<file path="config.mk">
export PLATFORM = sky130hd
export DESIGN_NAME = thumb_decode_stage
export DESIGN_NICKNAME = d
export VERILOG_FILES = /design/src/rtl/decode_pkg.sv /design/src/rtl/thumb_field_decode.sv /design/src/rtl/thumb_decode_stage.sv
export SDC_FILE = /design/constraint.sdc
export NUM_CORES = 1
export LEC_CHECK = 0
export BUFFER_PORTS_ARGS = -buffer_cell sky130_fd_sc_hd__buf_2
export CAP_MARGIN = 10
export CORE_MARGIN = 3
export CORE_UTILIZATION = 25
export DETAILED_ROUTE_END_ITERATION = 6
export PLACE_DENSITY_LB_ADDON = 0.12
export SLEW_MARGIN = 20
export SYNTH_ARGS = -nofsm -noshare
export SYNTH_HDL_FRONTEND = slang
export SYNTH_SLANG_ARGS = --single-unit
</file>
<file path="constraint.sdc">
create_clock -name clk -period 2.16 [get_ports clk]
set_input_delay 0.324 -clock clk [delete_from_list [all_inputs] [get_ports clk]]
set_output_delay 0.324 -clock clk [all_outputs]
set_load 0.05 [all_outputs]
</file>
<file path="src/rtl/decode_pkg.sv">
// rtl/decode_pkg.sv - shared types and constants for the Thumb decode stage
package decode_pkg;

    typedef enum logic [3:0] {
        NOP,
        ADD_IMM3,
        SUB_SP,
        MOV_IMM,
        MOV_REG,
        LDR_IMM,
        STR_IMM,
        B,
        BCOND,
        CMP_IMM,
        BL,
        ILLEGAL
    } op_e;

    localparam int REG_SP = 13;
    localparam int REG_LR = 14;
    localparam int REG_PC = 15;
    localparam logic [3:0] COND_AL = 4'hE;

endpackage

</file>
<file path="src/rtl/thumb_field_decode.sv">
// rtl/thumb_field_decode.sv - combinational single-halfword Thumb field decoder
module thumb_field_decode
    import decode_pkg::*;
#(
    parameter int DATA_W = 32,
    parameter int REG_AW = 4
) (
    input  logic [15:0]       ir,
    output op_e               op,
    output logic [REG_AW-1:0] rn,
    output logic [REG_AW-1:0] rt,
    output logic [REG_AW-1:0] rd,
    output logic [3:0]        cond,
    output logic [DATA_W-1:0] imm,
    output logic              bl_prefix,
    output logic              bl_suffix
);

    // BL halves decode as ILLEGAL here; the top overrides them with its FSM.
    always_comb begin
        op        = ILLEGAL;
        rn        = '0;
        rt        = '0;
        rd        = '0;
        cond      = COND_AL;
        imm       = '0;
        bl_prefix = (ir[15:11] == 5'b11110);
        bl_suffix = (ir[15:11] == 5'b11111);
        if (ir[15:9] == 7'b0001110) begin
            op  = ADD_IMM3;
            rn  = REG_AW'(ir[5:3]);
            rd  = REG_AW'(ir[2:0]);
            imm = DATA_W'(ir[8:6]);
        end else if (ir[15:7] == 9'b101100001) begin
            op  = SUB_SP;
            rn  = REG_AW'(REG_SP);
            rd  = REG_AW'(REG_SP);
            imm = DATA_W'({ir[6:0], 2'b00});
        end else if (ir[15:11] == 5'b00100) begin
            op  = MOV_IMM;
            rd  = REG_AW'(ir[10:8]);
            imm = DATA_W'(ir[7:0]);
        end else if (ir[15:8] == 8'b01000110) begin
            op  = MOV_REG;
            rn  = REG_AW'(ir[6:3]);
            rd  = REG_AW'({ir[7], ir[2:0]});
        end else if (ir[15:11] == 5'b01101) begin
            op  = LDR_IMM;
            rn  = REG_AW'(ir[5:3]);
            rd  = REG_AW'(ir[2:0]);
            imm = DATA_W'({ir[10:6], 2'b00});
        end else if (ir[15:11] == 5'b01100) begin
            op  = STR_IMM;
            rn  = REG_AW'(ir[5:3]);
            rt  = REG_AW'(ir[2:0]);
            imm = DATA_W'({ir[10:6], 2'b00});
        end else if (ir[15:11] == 5'b11100) begin
            op  = B;
            rn  = REG_AW'(REG_PC);
            imm = DATA_W'($signed({ir[10:0], 1'b0}));
        end else if (ir[15:12] == 4'b1101 && ir[11:9] != 3'b111) begin
            op   = BCOND;
            rn   = REG_AW'(REG_PC);
            cond = ir[11:8];
            imm  = DATA_W'($signed({ir[7:0], 1'b0}));
        end else if (ir[15:11] == 5'b00101) begin
            op  = CMP_IMM;
            rn  = REG_AW'(ir[10:8]);
            imm = DATA_W'(ir[7:0]);
        end
    end

endmodule

</file>
<file path="src/rtl/thumb_decode_stage.sv">
// rtl/thumb_decode_stage.sv - registered Thumb-1 decode stage with BL pairing
module thumb_decode_stage
    import decode_pkg::*;
#(
    parameter int DATA_W = 32,
    parameter int REG_AW = 4
) (
    input  logic              clk,
    input  logic              rst,
    input  logic              i_valid,
    input  logic [15:0]       i_ir,
    output logic              o_ready,
    input  logic              i_flush,
    output logic              o_valid,
    input  logic              i_ready,
    output op_e               o_op,
    output logic [REG_AW-1:0] o_rn,
    output logic [REG_AW-1:0] o_rt,
    output logic [REG_AW-1:0] o_rd,
    output logic [3:0]        o_cond,
    output logic [DATA_W-1:0] o_imm,
    output logic              o_illegal
);

    localparam logic [0:0] ST_IDLE  = 1'b0;
    localparam logic [0:0] ST_BL_HI = 1'b1;

    logic [0:0]        state;
    logic [10:0]       prefix;
    logic              accept;

    op_e               f_op;
    logic [REG_AW-1:0] f_rn, f_rt, f_rd;
    logic [3:0]        f_cond;
    logic [DATA_W-1:0] f_imm;
    logic              f_prefix, f_suffix;

    op_e               n_op;
    logic [REG_AW-1:0] n_rn, n_rt, n_rd;
    logic [3:0]        n_cond;
    logic [DATA_W-1:0] n_imm;

    thumb_field_decode #(.DATA_W(DATA_W), .REG_AW(REG_AW)) u_fields (
        .ir        (i_ir),
        .op        (f_op),
        .rn        (f_rn),
        .rt        (f_rt),
        .rd        (f_rd),
        .cond      (f_cond),
        .imm       (f_imm),
        .bl_prefix (f_prefix),
        .bl_suffix (f_suffix)
    );

    assign o_ready = !o_valid || i_ready;
    assign accept  = i_valid && o_ready;

    // While a prefix is pending, only a suffix completes BL; anything else is ILLEGAL.
    always_comb begin
        n_op   = f_op;
        n_rn   = f_rn;
        n_rt   = f_rt;
        n_rd   = f_rd;
        n_cond = f_cond;
        n_imm  = f_imm;
        if (state == ST_BL_HI) begin
            n_op   = f_suffix ? BL : ILLEGAL;
            n_rn   = f_suffix ? REG_AW'(REG_PC) : '0;
            n_rt   = '0;
            n_rd   = f_suffix ? REG_AW'(REG_LR) : '0;
            n_cond = COND_AL;
            n_imm  = f_suffix ? DATA_W'($signed({prefix, i_ir[10:0], 1'b0})) : '0;
        end
    end

    always_ff @(posedge clk) begin
        if (rst) begin
            state     <= ST_IDLE;
            prefix    <= '0;
            o_valid   <= 1'b0;
            o_op      <= NOP;
            o_rn      <= '0;
            o_rt      <= '0;
            o_rd      <= '0;
            o_cond    <= COND_AL;
            o_imm     <= '0;
            o_illegal <= 1'b0;
        end else if (i_flush) begin
            o_valid <= 1'b0;
            state   <= ST_IDLE;
        end else if (accept) begin
            if (state == ST_IDLE && f_prefix) begin
                prefix  <= i_ir[10:0];
                state   <= ST_BL_HI;
                o_valid <= 1'b0;
            end else begin
                state     <= ST_IDLE;
                o_valid   <= 1'b1;
                o_op      <= n_op;
                o_rn      <= n_rn;
                o_rt      <= n_rt;
                o_rd      <= n_rd;
                o_cond    <= n_cond;
                o_imm     <= n_imm;
                o_illegal <= (n_op == ILLEGAL);
            end
        end else if (o_ready) begin
            o_valid <= 1'b0;
        end
    end

endmodule

</file>
==> impl_metrics.env <==
export IMPL_synth_warnings=0
export IMPL_worst_setup_path_type="reg -> reg"
export IMPL_holdCritStartpoint="i_flush"
export IMPL_cp_arrival_ns=2.18
export IMPL_async_flop_share_pct=0
export IMPL_fmax_mhz=511
export IMPL_rsz0062_at_grt="no"
export IMPL_cts_sinks=56
export IMPL_fin_cells=581
export IMPL_drive_above_1_share_pct=29.0
export IMPL_syn_num_nets=384
export IMPL_path_clk_slew_ns=0.08
export IMPL_cp_max_fo=7
export IMPL_grt_use_total_pct=17.0
export IMPL_finalSetupViolCount=0
export IMPL_path_buf_inv=1
export IMPL_grt_pass1_vias=2955
export IMPL_grt_start_max_net_pins=35
export IMPL_setup_tns_ns=0
export IMPL_fillers=1265
export IMPL_die_y_um=116
export IMPL_finClkSkew_ns=0.00515
export IMPL_gp_congestion=0.870
export IMPL_hold_viol=0
export IMPL_dp_hpwl_um=8340
export IMPL_post_cts_buffers=0
export IMPL_postCtsHoldBufs=0
export IMPL_max_slew_margin_rel_pct=55.5
export IMPL_final_max_slew_violation_count=0
export IMPL_clk_path_buf_depth=2
export IMPL_timing_hold_ws_ns=0.239
export IMPL_worstPathCellList="buf_4 > and3_1 > and4_1 > nand2b_1 > o22ai_1 > a211oi_1"
export IMPL_cts_buffers_inserted=5
export IMPL_power_per_cell_area_nw_per_um2=690
export IMPL_cts_tree="yes"
export IMPL_start_util_pct=26.0
export IMPL_slowest_delay_ns=0.51
export IMPL_tightest_slew_ns=0.667
export IMPL_wl_um=11100
export IMPL_core_area_um2=11600
export IMPL_cts_max_level=2
export IMPL_synth_edf_count=0
export IMPL_synth_cells=363
export IMPL_required_ns=2.38
export IMPL_diodes=0
export IMPL_cts_root_buf="clkbuf_16"
export IMPL_place_inst=573
export IMPL_vias=3057
export IMPL_wire_per_inst_um=19.2
export IMPL_min_path_type="in -> reg"
export IMPL_synthTopCellsByArea="dfxtp_1, nor2_1, a211oi_1"
export IMPL_synth_main_ff_cell="dfxtp_1"
export IMPL_grt_ovfl_total=0
export IMPL_synth_common_cells="dfxtp_1, nor2_1, nand2_1"
export IMPL_nets=458
export IMPL_post_route_period_util_pct=90.7
export IMPL_grt_pass1_wl_um=17400
export IMPL_synth_distinct_cells=58
export IMPL_die_x_um=116
export IMPL_firstDrtPassIters=6
export IMPL_power_uw=2620
export IMPL_rows=39
export IMPL_cp_end_kind="register"
export IMPL_cap_violations=0
export IMPL_clk_insertion_delay_late_ns=0.30
export IMPL_ir_worst_vdd_mv=0.423
export IMPL_ys_seq_elements=56
export IMPL_io_buffer_count=74
export IMPL_synth_seq_area_share_pct=37.1
export IMPL_drc=0
export IMPL_yosysTopAreaCell="dfxtp_1"
export IMPL_critPathLaunch="state"
export IMPL_antenna_found_initial=0
export IMPL_cp_start_kind="register"
export IMPL_ant_nets=0
export IMPL_drtIter0Drc=187
export IMPL_leakagePower_uw=0.00156
export IMPL_reg2reg_from="state"
export IMPL_synth_top_area_share_pct=37.1
export IMPL_crit_family="simple AND/OR/NAND/NOR gates"
export IMPL_fin_crit_ns=1.96
export IMPL_io_pins=76
export IMPL_cts_resized=0
export IMPL_via_per_inst=5.26
export IMPL_critPathSlowestCell="dfxtp_1"
export IMPL_syn_area_um2=3020
export IMPL_avgSynthCellArea_um2=8.31
export IMPL_synth_most_common_cell="dfxtp_1"
export IMPL_die_area_um2=13400
export IMPL_status="complete, no violations"
export IMPL_area_delta_synth_final_pct=25.6
[routing by layer]
layer / vias to the layer above / track usage, % / wire length (um)
met5: - / 0 / 0
met4: 0 / 4.80 / 219
met3: 15 / 3.55 / 677
met2: 101 / 26.2 / 5000
met1: 1462 / 23.9 / 5230
li1: 1479 / - / -
[placed cells by master, fill, tap and decap left out, types with 4 or more instances in the layout]
cell type and n:
a211oi_1 19, a21oi_1 17, a221oi_1 5, a22o_1 10, a31oi_1 7, a32oi_1 4, and3_1 6, buf_2 74
buf_4 33, clkbuf_16 5, dfxtp_1 56, inv_1 8, mux2i_1 11, nand2_1 36, nand3_1 7, nor2_1 39
nor3_1 4, nor3b_1 6, o21ai_0 22, o21ai_1 7, o221ai_1 4
[cell families (layout without fill, tap and decap cells)]
logic type             after synthesis  count (layout)  share of synthesized area (%)
buffers and inverters               50             125                           8.75
other                                1               1                          0.124
multiplexers                        11              11                           3.65
flip-flops                          56              56                           37.1
AO/OA/AOI/OAI                      122             122                           28.6
XOR/XNOR                             1               1                          0.290
AND/OR/NAND/NOR                    122             122                           21.4
[layout make-up]
cell class / count / area [um^2] / area share (%)
Clock buffer: 6 / 129 / 3.40
Clock inverter: 2 / 38.8 / 1.02
Inverter: 8 / 30.0 / 0.792
Multi-Input combinational cell: 257 / 1640 / 43.1
Sequential cell: 56 / 1120 / 29.6
Tap cell: 143 / 179 / 4.72
Timing Repair Buffer: 109 / 658 / 17.4
[worst register-to-register path, cell delays in order (launching register included)]
cell      delay [ns]
dfxtp_1         0.51
buf_4           0.19
and3_1          0.15
and4_1          0.40
nand2b_1        0.30
o22ai_1         0.13
a211oi_1        0.20
[per-stage QoR]
stage	utilization [%]	area [um^2]	setup WS, ns
CTS	32.6	3790	0.225
floorplan	-	3020	0.108
finish	32.6	3790	0.202
global placement	31.2	3620	0.118
detailed placement	31.2	3620	0.110
global route	32.6	3790	0.108
[state kept, by name, summed over array words and instances (netlist names)]
register	flops
state	1
o_rt	3
o_rn	4
o_valid	1
o_rd	4
prefix	11
o_cond	4
o_imm	23
o_illegal	1
o_op	4
[worst paths after layout]
| kind | endpoint | slack (ns) | cells past startpoint |
|---|---|---|---|
| setup / recovery | o_imm[9] | 0.20 | 6 |
| hold / removal | o_valid | 0.24 | 2 |
| setup reg to reg | o_imm[9] | 0.20 | 6 |
| hold reg to reg | o_cond[0] | 0.46 | 2 |
[power breakdown]
group | internal, uW | switching, uW
clock network | 554 | 413
logic | 149 | 404
registers | 1070 | 21.8
No activity file was read; power rests on OpenSTA's default activity.
